==> config.mk <==
export PLATFORM = sky130hd
export DESIGN_NAME = mips_cpu_pc_sequencer
export DESIGN_NICKNAME = d
export VERILOG_FILES = /design/src/rtl/mips_cpu_pc_sequencer.sv
export SDC_FILE = /design/constraint.sdc
export NUM_CORES = 1
export LEC_CHECK = 0
export CORE_ASPECT_RATIO = 0.5
export CORE_MARGIN = 1
export CORE_UTILIZATION = 30
export CTS_CLUSTER_SIZE = 20
export DETAILED_ROUTE_END_ITERATION = 6
export GPL_ROUTABILITY_DRIVEN = 0
export PLACE_DENSITY = 0.64
export SLEW_MARGIN = 20
export SYNTH_ARGS = -nofsm -noshare
export SYNTH_HDL_FRONTEND = slang
export SYNTH_SLANG_ARGS = --single-unit
==> constraint.sdc <==
create_clock -name clk -period 5.85 [get_ports clk]
set_input_delay 0.585 -clock clk [delete_from_list [all_inputs] [get_ports clk]]
set_output_delay 0.585 -clock clk [all_outputs]
set_load 0.01 [all_outputs]
==> src/rtl/mips_cpu_pc_sequencer.sv <==
// ---------------------------------------------------------------------------
// mips_cpu_pc_sequencer
//   Program-counter and instruction-phase sequencer for the multi-cycle MIPS
//   core. Steps each instruction through FETCH -> EXEC1 -> EXEC2. It drives
//   the instruction-memory read handshake and the exec1/exec2 phase strobes.
//   At retire it picks the next PC from the delay-slot register or pc + 4.
//   It halts when the next PC equals HALT_ADDR.
//
// Build option:
//   MIPS_PC_ALIGN_CHECK_EN  defined   : adds output align_fault. A misaligned
//                                       next PC loads pc, halts and sets the
//                                       sticky align_fault flag.
//                           undefined : next_pc[1:0] is forced to 2'b00
//                                       before it is loaded into pc.
//
// Ports:
//   clk                in   system clock, rising edge
//   reset_n            in   asynchronous active-low reset
//   instr_waitrequest  in   instruction memory busy (sampled in FETCH only)
//   stall              in   data-memory stall (sampled in EXEC2 only)
//   delay_address[31:0]in   branch/jump target from the delay-slot register
//   delay_ctrl         in   take delay_address at this retire (EXEC2 only)
//   instr_read         out  instruction read request (high in FETCH)
//   instr_address[31:0]out  fetch address, always equal to pc
//   pc[31:0]           out  current instruction PC
//   pc_plus4[31:0]     out  pc + 4, modulo 2^32
//   exec1              out  one-cycle phase-1 strobe per instruction
//   exec2              out  phase-2 strobe, high for the whole EXEC2 phase
//   active             out  high while the core is running
//   retire             out  one-cycle pulse in the cycle the new PC appears
//   align_fault        out  sticky misaligned-target flag (option only)
// ---------------------------------------------------------------------------
module mips_cpu_pc_sequencer #(
  parameter logic [31:0] RESET_VECTOR = 32'hBFC00000,
  parameter logic [31:0] HALT_ADDR    = 32'h00000000
) (
  input  logic        clk,
  input  logic        reset_n,
  input  logic        instr_waitrequest,
  input  logic        stall,
  input  logic [31:0] delay_address,
  input  logic        delay_ctrl,
  output logic        instr_read,
  output logic [31:0] instr_address,
  output logic [31:0] pc,
  output logic [31:0] pc_plus4,
  output logic        exec1,
  output logic        exec2,
  output logic        active,
  output logic        retire
`ifdef MIPS_PC_ALIGN_CHECK_EN
  ,
  output logic        align_fault
`endif
);

  localparam int unsigned ADDR_W = 32;
  localparam logic [ADDR_W-1:0] PC_STEP    = ADDR_W'(4);
  localparam logic [ADDR_W-1:0] ALIGN_MASK = ~ADDR_W'(3);

  typedef enum logic [2:0] {
    ST_RST_WAIT = 3'd0,
    ST_FETCH    = 3'd1,
    ST_EXEC1    = 3'd2,
    ST_EXEC2    = 3'd3,
    ST_HALT     = 3'd4
  } state_t;

  state_t              state_q;
  state_t              state_nxt;
  logic [ADDR_W-1:0]   pc_nxt;
  logic [ADDR_W-1:0]   pc_plus4_nxt;
  logic [ADDR_W-1:0]   target_c;
  logic                commit_c;
  logic                instr_read_nxt;
  logic                exec1_nxt;
  logic                exec2_nxt;
  logic                active_nxt;
`ifdef MIPS_PC_ALIGN_CHECK_EN
  logic                misaligned_c;
  logic                align_fault_nxt;
`endif

  // The fetch address is the PC register itself.
  assign instr_address = pc;

  // Next-state, next-PC and next-strobe decode.
  always_comb begin
    state_nxt    = state_q;
    pc_nxt       = pc;
    pc_plus4_nxt = pc_plus4;
    commit_c     = 1'b0;
`ifdef MIPS_PC_ALIGN_CHECK_EN
    target_c        = delay_ctrl ? delay_address : pc_plus4;
    misaligned_c    = (target_c[1:0] != 2'b00);
    align_fault_nxt = align_fault;
`else
    // Word alignment is enforced by dropping the low address bits.
    target_c = (delay_ctrl ? delay_address : pc_plus4) & ALIGN_MASK;
`endif

    unique case (state_q)
      ST_RST_WAIT: state_nxt = ST_FETCH;
      ST_FETCH: begin
        if (!instr_waitrequest) state_nxt = ST_EXEC1;
      end
      ST_EXEC1: state_nxt = ST_EXEC2;
      ST_EXEC2: begin
        if (!stall) begin
          commit_c     = 1'b1;
          pc_nxt       = target_c;
          pc_plus4_nxt = target_c + PC_STEP;
`ifdef MIPS_PC_ALIGN_CHECK_EN
          if (misaligned_c) begin
            align_fault_nxt = 1'b1;
            state_nxt       = ST_HALT;
          end else if (target_c == HALT_ADDR) begin
            state_nxt = ST_HALT;
          end else begin
            state_nxt = ST_FETCH;
          end
`else
          state_nxt = (target_c == HALT_ADDR) ? ST_HALT : ST_FETCH;
`endif
        end
      end
      ST_HALT: state_nxt = ST_HALT;
      default: state_nxt = ST_RST_WAIT;
    endcase

    // Strobes are decoded from the next state so that each one comes
    // straight out of its own flop.
    instr_read_nxt = (state_nxt == ST_FETCH);
    exec1_nxt      = (state_nxt == ST_EXEC1);
    exec2_nxt      = (state_nxt == ST_EXEC2);
    active_nxt     = (state_nxt == ST_FETCH) || (state_nxt == ST_EXEC1) ||
                     (state_nxt == ST_EXEC2);
  end

  // State, PC and registered strobes. Reset aborts any instruction in flight.
  always_ff @(posedge clk or negedge reset_n) begin
    if (!reset_n) begin
      state_q    <= ST_RST_WAIT;
      pc         <= RESET_VECTOR;
      pc_plus4   <= RESET_VECTOR + PC_STEP;
      instr_read <= 1'b0;
      exec1      <= 1'b0;
      exec2      <= 1'b0;
      active     <= 1'b0;
      retire     <= 1'b0;
    end else begin
      state_q    <= state_nxt;
      pc         <= pc_nxt;
      pc_plus4   <= pc_plus4_nxt;
      instr_read <= instr_read_nxt;
      exec1      <= exec1_nxt;
      exec2      <= exec2_nxt;
      active     <= active_nxt;
      retire     <= commit_c;
    end
  end

`ifdef MIPS_PC_ALIGN_CHECK_EN
  // Sticky misaligned-target flag, cleared only by reset.
  always_ff @(posedge clk or negedge reset_n) begin
    if (!reset_n) begin
      align_fault <= 1'b0;
    end else begin
      align_fault <= align_fault_nxt;
    end
  end
`endif

endmodule

* Word-level counts from Yosys, hierarchy flattened
Cells that the tools add are included.
Word-level totals: register bits 70, latch bits 0, bits in writable memories 0, memory bits (read-only) 0, output and inout port bits 101, logic and storage cells 29, memories 0
Operators by class: $add $sub $neg 1, multipliers 0, div/mod/pow operators 0, $lt $le $gt $ge 0, equality and inequality tests 7, shift operators 0, mux-type cells 7, bitwise operators 1, reductions and logical operators 5
Operators with widths (count):
- $add 32x3->32 const B | 1
- $logic_not 32->1 | 1
- $mux 32 | 1
- $pmux 3 s5 | 1
- $eq 3x2->1 const B | 4
- $mux 3 | 3
- $eq 3x1->1 const B | 2
- $eq 3x3->1 const B | 1
- $logic_not 3->1 | 1
- $logic_or 1x1->1 | 2
- $mux 1 | 2
- $reduce_and 2->1 | 1
- $not 1->1 | 1

* Logic depth before layout (Yosys ltp)
Gate-level depths: netlist of run 1.
depth after elaboration 8, depth in mapped cells 14

* Worst setup path after synthesis of run 1
No wires, ideal clock.
path type input to register, start input delay_ctrl, end register pc_plus4[30], setup time 0.133 ns, arrival time 3.131 ns, slack 2.585 ns, stages on the path 14, path through buf_6 buf_6 clkbuf_1 clkbuf_1 buf_2 mux2i_1 inv_1 ha_1 inv_1 a211oi_1 nand4_2 nor4_4 mux2i_1 o211ai_1
On the way: cells in the longest elaborated chain, start to end 2
Ends and longest elaborated chain:
- start, declared | line 42 | input logic delay_ctrl,
- $mux 32 | line 99 | target_c = (delay_ctrl ? delay_address : pc_plus4) & ALIGN_MASK;
- via target_c[3] | line 73 | logic [ADDR_W-1:0] target_c;
- $add 32x3->32 | line 112 | pc_plus4_nxt = target_c + PC_STEP;
- end signal, assigned | line 145 | pc_plus4 <= RESET_VECTOR + PC_STEP;
- end signal, assigned | line 154 | pc_plus4 <= pc_plus4_nxt;
- end, declared | line 46 | output logic [31:0] pc_plus4,
The timed path passes the listed nets, and every way through them passes these cells. A chain may end at the register's enable or synchronous reset.

* Worst setup path after layout of run 1
start input delay_ctrl, end register pc_plus4[30]
On the way: cells in the longest elaborated chain, start to end 2
Ends and longest elaborated chain (line):
- $mux 32 | 99
- $add 32x3->32 | 112
No other way between the ends.

==> results of run 1 <==
-- per-stage QoR --
step / hold WS [ps] / instance area, um^2
floorplan: 289.4 / 4362
global placement: 472.4 / 5539
detailed placement: 474.5 / 5539
CTS: 483.9 / 5823
global route: 512.1 / 5823
finish: 441.6 / 5823
-- final timing paths --
path / cells past startpoint / start / slack (ps) / endpoint
worst max register to register: 5 / state_q[0] / 3040 / pc_plus4[21]
min in group clk: 2 / pc_plus4[2] / 480 / pc_plus4[2]
worst min-delay path: 2 / reset_n / 440 / instr_address[7]
worst min register to register: 2 / pc_plus4[2] / 480 / pc_plus4[2]
max in group asynchronous: 2 / reset_n / 4790 / instr_address[18]
worst max-delay path: 8 / delay_ctrl / 2480 / pc_plus4[30]
-- cells in the mapped netlist (6+ instances only) --
library cell and n:
nand2_1 70, dfrtp_1 49, o21ai_0 45, buf_4 37, nor2_1 29, mux2i_1 26
a21oi_1 19, dfstp_2 19, xnor2_1 14, clkbuf_1 13, xor2_1 13, nand3_1 12
nor4_1 12, nor3_1 10, nor2b_1 9, inv_1 7, nand4_1 7, o211ai_1 6
-- routing by layer --
layer	vias to the layer above	share of wire [%]	global-route usage, %
met1	1863	45	23.72
met2	108	47	28.19
met4	0	1.5	5.390
met3	17	5.7	3.771
li1	1846	-	-
met5	-	0	0
-- where the power goes --
part	leakage, nW	total [mW]	switching, mW	internal [mW]
sequential	0.789	0.964	0.246	0.718
clock	0.146	0.529	0.203	0.326
combinational	1.37	1.28	0.590	0.691
total	2.31	2.77	1.04	1.73
-- kinds of logic after synthesis --
family,Yosys count
simple gates,182
other cells,1
flops,68
compound gates,103
mux,29
xor+xnor,27
fa+ha+maj,2
buf+inv,68
-- critical path: cells and delay by family --
kind            cells  cell delay (ps)
mux                 2              510
buf+inv             2             1290
simple gates        2              800
compound gates      2              330
-- final cells by class --
type	instances	area, um^2
well taps	192	240.2
flip-flops and latches	68	1725
inverters	9	33.78
clock inverters	6	55.05
clock buffers	10	229.0
repair buffers	132	1304
fillers	1346	8028
multi-input cells	349	2236
-- state kept, by name, indices dropped and copies added, names as in the netlist --
name	count
pc_plus4	30
state_q	3
exec2	1
instr_read	1
instr_address	30
exec1	1
retire	1
active	1
==> metrics, run 1 <==
area of the mapped netlist=4343 um^2; type of the worst setup path=in2reg; Area Overhead vs Synth=34.08%; area share of the largest cell type after synthesis=28.23%; gate count of the mapped netlist=480; slowest stage cell, crit path=buf_2; maximum clock insertion buffer count=2; vias in the first global route=3682; number of diodes=0; number of port buffers=129; post-DP HPWL=9307 um; pin count of the biggest net entering global routing=69; maximum fanout count along the critical path=50; number of DRC violations after detailed routing=0; vertical die dimension=87.08 um; critical path's largest stage delay=750 ps; flip-flop and latch count after synthesis=68; total clock sinks=68; run status=complete, no violations; max capacitance violation total=0; total length of routed wires=12800 um; Via Count=3834; top area cells in the synthesized netlist=dfrtp_1 28%, dfstp_2 11%, buf_4 6.4%, nand2_1 6.1%, mux2i_1 6.0%; PwrDens=476.3 nW/um^2; non-filler cells, final=766; Final Skew=6.510 ps; global-route wire length before repair=19930 um; number of design-rule violations left by the first detailed-router iteration=263; setup repair after global routing missed its margin=false; Hold Path Class=in2async; Required @ worst endpoint=6050 ps; combinational family with the most area after synthesis=simple AND/OR/NAND/NOR gates; total congestion overflow after global routing=0; routed length per instance=16.71 um; mux contribution to synthesized area=6.886%; transition at the pin with the smallest max-transition slack=1010 ps; WP data arrival=3570 ps; Post CTS Setup Buffer Count=0; cell at the root of the clock tree=clkbuf_16; period utilisation layout=57.59%; total power draw=2.773 mW; CTS tree=built; post-CTS sizing=0; XOR/XNOR Fraction of Synth Area=5.445%; antenna violations before repair=0; final core occ=42.04%; element type at the critical path start=input port; number of standard-cell rows in the floorplan=30; die area=14990 um^2; sequential fraction of the synthesis area=39.73%; ANT nets after route=0; Compound-Gate Fraction of Synth Area=15.24%; number of nets at the end of the flow=608; Worst slew margin=32.65%; clock edge transition at the registers on the reported setup and hold paths=60 ps; highest clock frequency the design can meet=296.8 MHz; maximum ir drop on the vdd rail=0.1421 mV; num ports=138; count of hold-fix buffers inserted at cts=0; prevailing post-synth register cell=dfrtp_1; total clock buffers created by CTS=9; synthesized-area fraction occupied by adder cells=0.5762%; warnings from Yosys=0; leakage=2.309 nW; final worst setup slack=2481 ps; detailed-routing iteration count for the pre-antenna-repair pass=5; top library cells by usage in the layout, fill and taps aside=127 x clkdlybuf4s50_1, 70 x nand2_1, 49 x dfrtp_1, 45 x o21ai_0, 29 x nor2_1; CP endpoint kind=register; Avg Cell Area, Syn=9.048 um^2; setup TNS=0 ps; count of flip-flops with a built-in enable after synthesis=0; routed vias/inst=5.005; most common cell after layout, fill and taps aside=clkdlybuf4s50_1; ys async rst share=100.0%; max-slew violation total from the final report=0; area fraction in and, or, nand and nor cells after synthesis=22.53%; CTS H-Tree Depth=3; top cell type by total area after synthesis=dfrtp_1; instance count after placement with tap cells included=750; starting utilization of the core area=31.36%; ratio of cells with drive above 1 in the final layout=9.582%; area inside the core boundary=13850 um^2; post-place setup slack=2196 ps; critical-path cell list=buf_2, buf_4, mux2_2, a21boi_0, nand4_2, nor4_4, mux2i_1, o211ai_1; endpoints failing hold=0; final critical path time including I/O delays and setup=3369 ps; Total Routing Usage GR=17.57%; clock latency reported for the late side of the worst-skew pair=330 ps; count of cell types in the netlist=60; count of final setup violators=0; x dimension of the die=172.2 um
(Power assumes the default switching activity.)
==> run 2: changes to the inputs <==
--- a/config.mk
+++ b/config.mk
@@ -11,7 +11,7 @@
 export CTS_CLUSTER_SIZE = 20
 export DETAILED_ROUTE_END_ITERATION = 6
 export GPL_ROUTABILITY_DRIVEN = 0
-export PLACE_DENSITY = 0.64
+export PLACE_DENSITY = 0.66
 export SLEW_MARGIN = 20
 export SYNTH_ARGS = -nofsm -noshare
 export SYNTH_HDL_FRONTEND = slang
==> constraint.sdc (replaced) <==
create_clock -name clk -period 3.05 [get_ports clk]
set_input_delay 0.305 -clock clk [delete_from_list [all_inputs] [get_ports clk]]
set_output_delay 0.305 -clock clk [all_outputs]
set_load 0.01 [all_outputs]
==> metrics, run 2 (synthesized netlist as in run 1, its figures left out) <==
type of the worst setup path=reg2reg; clock latency reported for the late side of the worst-skew pair=340 ps (about the same); met2 global-route usage=28.19% (unchanged); CTS tree=built; run status=complete, no violations; most common cell after layout, fill and taps aside=clkdlybuf4s50_1; combined flip-flop and latch cell area=1725 um^2 (unchanged); final core occ=43.93% (+1.9 points); total congestion overflow after global routing=0 (unchanged); maximum fanout count along the critical path=10 (-80%); vias in the first global route=3726 (+1.2%); Hold Path Class=in2async; cell at the root of the clock tree=clkbuf_16; PwrDens=930.4 nW/um^2 (+95%); met3 Usage GRT=4.089% (+0.32 points); total of fill cells in the finished design=1319 (-2.0%); Via Count=3929 (+2.5%); number of design-rule violations left by the first detailed-router iteration=305 (+16%); post-DP HPWL=9875 um (+6.1%); final critical path time including I/O delays and setup=2399 ps; launch point of the worst reg-to-reg path=pc_plus4[2]; number of standard-cell rows in the floorplan=30 (unchanged); CTS H-Tree Depth=3 (unchanged); total power draw=5.661 mW (+100%); Worst slew margin=65.37% (+33 points); CP endpoint kind=register; total length of routed wires=12860 um (+0.48%); ratio of cells with drive above 1 in the final layout=12.75% (+3.2 points); Gate power share=44.6% (-1.6 points); flop-to-flop setup slack=650 ps (-2390 ps); global routing usage on met1=23.63% (-0.086 points); number of port buffers=129 (unchanged); starting utilization of the core area=31.36% (unchanged); post-place setup slack=378.6 ps (-1818 ps); post-route design area=6085 um^2 (+4.5%); period utilisation layout=78.66%; WP data arrival=2600 ps (-970 ps); Total Routing Usage GR=17.61% (+0.037 points); element type at the critical path start=register; number of diodes=0 (unchanged); final worst setup slack=650.8 ps (-1830 ps); top library cells by usage in the layout, fill and taps aside=127 x clkdlybuf4s50_1, 70 x nand2_1, 49 x dfrtp_1, 45 x o21ai_0, 29 x nor2_1; sw power=2.025 mW (+95%); transition at the pin with the smallest max-transition slack=514.7 ps (-495.5 ps); max capacitance violation total=0 (unchanged); clock edge transition at the registers on the reported setup and hold paths=60 ps (about the same); total clock sinks=68 (unchanged); x dimension of the die=172.2 um (unchanged); setup TNS=0 ps (unchanged); total clock buffers created by CTS=9 (unchanged); vertical die dimension=87.08 um (unchanged); standard cell area after detailed placement=5709 um^2 (+3.1%); count of final setup violators=0 (unchanged); routed length per instance=16.32 um (-2.3%); detailed-routing iteration count for the pre-antenna-repair pass=4 (-1); Reg-to-Reg End=pc_plus4[30]; capturing instance or port of the critical path=pc_plus4[30]; maximum clock insertion buffer count=2 (unchanged); routed vias/inst=4.986 (-0.38%); R2R depth=11 (+6); die area=14990 um^2 (unchanged); busiest metal layer after global routing=met2; total area of multi-input combinational cells=2236 um^2 (unchanged); internal cell power=3.637 mW (+110%); Final Skew=4.436 ps (-2.074 ps); Area Overhead vs Synth=40.10%; ANT nets after route=0 (unchanged); highest clock frequency the design can meet=416.8 MHz; endpoints failing hold=0 (unchanged); global-route wire length before repair=20110 um (+0.86%); CP startpoint=pc_plus4[2]; Post CTS Setup Buffer Count=0 (unchanged); maximum ir drop on the vdd rail=0.3004 mV (+110%); sw frac=35.77% (-1.7 points); number of DRC violations after detailed routing=0 (unchanged); area inside the core boundary=13850 um^2 (unchanged); share of power burned in the clock network=22.7% (+3.6 points); pin count of the biggest net entering global routing=43 (-38%); leakage=2.445 nW (+5.9%); number of nets at the end of the flow=630 (+3.6%); max-slew violation total from the final report=0 (unchanged); antenna violations before repair=0 (unchanged); num ports=138 (unchanged); setup repair after global routing missed its margin=false; Required @ worst endpoint=3260 ps (-2790 ps); sequential cell fraction of total power=32.7% (-2.0 points)
[run 2: cell types whose count changed in the layout (fill, tap and decap cells not counted), sizes merged]
| cell | delta |
|---|---|
| buf | +21 |
| clkinv | -4 |
| bufinv | +3 |
| clkinvlp | +1 |
| dlygate4sd3 | +1 |
[run 2: worst min path at each step]
| stage | endpoint | cells past startpoint | slack (ps) | startpoint |
|---|---|---|---|---|
| floorplan | active | 0 | 9 | reset_n |
| global placement | instr_address[7] | 1 | 220 | reset_n |
| detailed placement | instr_address[7] | 1 | 220 | reset_n |
| CTS | instr_address[6] | 2 | 400 | reset_n |
| global route | instr_address[6] | 2 | 430 | reset_n |
| finish | instr_address[9] | 2 | 390 | reset_n |
[run 2: repair_timing]
action                                  4_1_cts  5_1_grt
endpoints found under the hold margin        11        0
hold buffers                                  1        0
endpoints found under the setup margin        0        0
gates resized for setup                       0        0
[run 2: metal layers]
| layer | vias to the layer above | share of wire [%] |
|---|---|---|
| li1 | 1889 | - |
| met5 | - | 0 |
| met1 | 1904 | 46 |
| met4 | 0 | 1.3 |
| met3 | 15 | 5.8 |
| met2 | 121 | 47 |
[run 2: area by class of cell]
cell class                      instances  area share, %
Tap cell                              192          3.948
Sequential cell                        68          28.36
Timing Repair Buffer                  154          24.39
Multi-Input combinational cell        349          36.75
Clock inverter                          6          2.241
Inverter                                9         0.5552
Clock buffer                           10          3.763
[run 2: worst max-delay path: stages (launching register included)]
cell and delay [ps]:
dfstp_2 560, mux2i_1 110, inv_1 80, ha_1 140, inv_1 70, a211oi_1 180, buf_4 160, nand4_2 90
buf_4 210, nor4_4 320, mux2i_1 240, o211ai_1 100
[run 2: metrics by stage]
| stage | cells | hold WS [ps] |
|---|---|---|
| 2_1_floorplan | 485 | 9.409 |
| 5_1_grt | 788 | 431.0 |
| 6_report | 788 | 393.5 |
| 3_3_place_gp | 771 | 215.9 |
| 3_5_place_dp | 771 | 223.0 |
| 4_1_cts | 788 | 398.2 |
[run 2: power groups by stage]
stage / sequential [mW] / combinational, mW / clock [mW]
global route: 1.92 / 2.73 / 1.35
floorplan: 1.91 / 1.16 / 0
detailed placement: 1.86 / 2.53 / 0
CTS: 1.85 / 2.54 / 1.31
finish: 1.85 / 2.52 / 1.29
global placement: 1.85 / 2.51 / 0
==> run 3: changes to the inputs <==
--- a/config.mk
+++ b/config.mk
@@ -11,7 +11,7 @@
 export CTS_CLUSTER_SIZE = 20
 export DETAILED_ROUTE_END_ITERATION = 6
 export GPL_ROUTABILITY_DRIVEN = 0
-export PLACE_DENSITY = 0.66
+export PLACE_DENSITY = 0.64
 export SLEW_MARGIN = 20
 export SYNTH_ARGS = -nofsm -noshare
 export SYNTH_HDL_FRONTEND = slang
==> constraint.sdc (replaced) <==
create_clock -name clk -period 2.45 [get_ports clk]
set_input_delay 0.245 -clock clk [delete_from_list [all_inputs] [get_ports clk]]
set_output_delay 0.245 -clock clk [all_outputs]
set_load 0.01 [all_outputs]
==> metrics, run 3 (synthesized netlist as in run 1, its figures left out) <==
launch point of the worst reg-to-reg path=pc_plus4[2]; element type at the critical path start=register; vias in the first global route=3902 (+4.7%); cell at the root of the clock tree=clkbuf_16; post-CTS sizing=0 (unchanged); number of nets at the end of the flow=655 (+4.0%); number of standard-cell rows in the floorplan=30 (unchanged); Area Overhead vs Synth=43.47%; count of final setup violators=0 (unchanged); slowest stage cell, crit path=dfstp_2; critical path's largest stage delay=550 ps (about the same); max-slew violation total from the final report=0 (unchanged); met2 WL=6247 um (+3.5%); endpoints failing hold=0 (unchanged); met1 wire length=6253 um (+5.7%); CTS tree=built; global-route wire length before repair=21770 um (+8.3%); PwrDens=1086 nW/um^2 (+17%); Total Routing Usage GR=18.94% (+1.3 points); flop-to-flop setup slack=140 ps (-510 ps); WP data arrival=2500 ps (-100 ps); most common cell after layout, fill and taps aside=clkdlybuf4s50_1; routed length on met3=702 um (-5.4%); starting utilization of the core area=31.36% (unchanged); final core occ=44.99% (+1.1 points); total length of routed wires=13380 um (+4.0%); Reg-to-Reg End=pc_plus4[30]; instance count after placement with tap cells included=797 (+3.4%); top library cells by usage in the layout, fill and taps aside=127 x clkdlybuf4s50_1, 70 x nand2_1, 49 x dfrtp_1, 47 x buf_4, 45 x o21ai_0; area inside the core boundary=13850 um^2 (unchanged); leakage=2.531 nW (+3.5%); ANT nets after route=0 (unchanged); post-DP HPWL=10030 um (+1.6%); Worst slew margin=38.28% (-27 points); run status=complete, no violations; Required @ worst endpoint=2650 ps (-610 ps); Post CTS Setup Buffer Count=0 (unchanged); vertical die dimension=87.08 um (unchanged); total of fill cells in the finished design=1326 (+0.53%); number of port buffers=129 (unchanged); routed length per instance=16.45 um (+0.80%); maximum clock insertion buffer count=2 (unchanged); num ports=138 (unchanged); routed vias/inst=4.991 (+0.11%); non-filler cells, final=813 (+3.2%); type of the worst setup path=reg2reg; R2R depth=9 (-2); Via Count=4058 (+3.3%); critical-path cell list=mux2i_1, inv_1, ha_1, inv_2, a211oi_4, nand4_4, nor4_4, mux2i_1, o211ai_1; number of design-rule violations left by the first detailed-router iteration=268 (-12%); total clock buffers created by CTS=9 (unchanged); antenna violations before repair=0 (unchanged); period utilisation layout=94.08% (+15 points); transition at the pin with the smallest max-transition slack=925.7 ps (+411.0 ps); highest clock frequency the design can meet=433.8 MHz (+4.1%); total clock sinks=68 (unchanged); combined flip-flop and latch cell area=1725 um^2 (unchanged); maximum fanout count along the critical path=9 (-1); Hold Path Class=in2async; Worst path most repeated cell=mux2i_1; number of DRC violations after detailed routing=0 (unchanged); clock edge transition at the registers on the reported setup and hold paths=60 ps (about the same); max capacitance violation total=0 (unchanged); pin count of the biggest net entering global routing=73 (+70%); count of hold-fix buffers inserted at cts=0 (-1); final critical path time including I/O delays and setup=2305 ps (-94.08 ps); CTS H-Tree Depth=3 (unchanged); clock latency reported for the late side of the worst-skew pair=340 ps (about the same); detailed-routing iteration count for the pre-antenna-repair pass=4 (unchanged); Final Skew=5.949 ps (+1.513 ps); total congestion overflow after global routing=0 (unchanged); x dimension of the die=172.2 um (unchanged); top layer reached by signal wires=met4; setup repair after global routing missed its margin=false; ratio of cells with drive above 1 in the final layout=16.91% (+4.2 points); maximum ir drop on the vdd rail=0.3779 mV (+26%); number of diodes=0 (unchanged); total area of multi-input combinational cells=2266 um^2 (+1.3%); die area=14990 um^2 (unchanged); CP endpoint kind=register
-- run 3: cell types whose count changed in the layout (fill, tap and decap cells not counted), sizes merged --
cell	previous run	this run
clkinvlp	1	2
bufinv	4	0
dlygate4sd3	1	0
buf	26	52
clkbuf	10	12
clkinv	3	4
-- run 3: worst max-delay path by stage --
stage / start / to / slack [ps]
after floorplan: delay_ctrl / pc_plus4[30] / -30
after global placement: delay_address[6] / pc_plus4[29] / -40
after detailed placement: delay_address[3] / pc_plus4[30] / -50
after CTS: pc_plus4[2] / pc_plus4[30] / 130
after global routing: pc_plus4[2] / pc_plus4[30] / 40
final: pc_plus4[2] / pc_plus4[30] / 140
-- run 3: area by class of cell --
cell class | instances | area share [%]
clock inverter | 4 | 0.4016
sequential | 68 | 27.69
multi-input combinational | 349 | 36.37
timing repair buffer | 179 | 27.19
inverter | 9 | 0.5422
tap | 192 | 3.855
clock buffer | 12 | 3.956
-- run 3: per-layer routing --
metal	up-vias	global-route usage, %
li1	1937	-
met1	1998	26.74
met2	106	29.55
met3	17	3.726
met4	0	4.827
met5	-	0
-- run 3: per-stage QoR --
stage          worst slack (ps)  cell area [um^2]  setup TNS, ps  hold slack (ps)  power [mW]
5_1_grt                   41.27              6231              0            184.3       7.239
4_1_cts                   133.5              6231              0            159.0       6.836
2_1_floorplan            -31.51              4418         -48.70           -50.59       3.849
6_report                  144.9              6231              0            101.6       6.767
3_3_place_gp             -38.29              5959         -38.29            477.3       5.543
3_5_place_dp             -51.66              5959         -89.72            479.9       5.606
-- run 3: power breakdown --
group          internal [mW]  switching, mW
combinational           1.80           1.47
sequential              1.71          0.585
clock                  0.709          0.495
-- run 3: worst max-delay path: cells and delay by family (launching register included) --
kind | cells | cell delay, ps
muxes | 2 | 320
AOI/OAI and AO/OA | 2 | 420
and+or+nand+nor | 2 | 590
adders and majority gates | 1 | 160
DFF | 1 | 550
buffers and inverters | 2 | 120
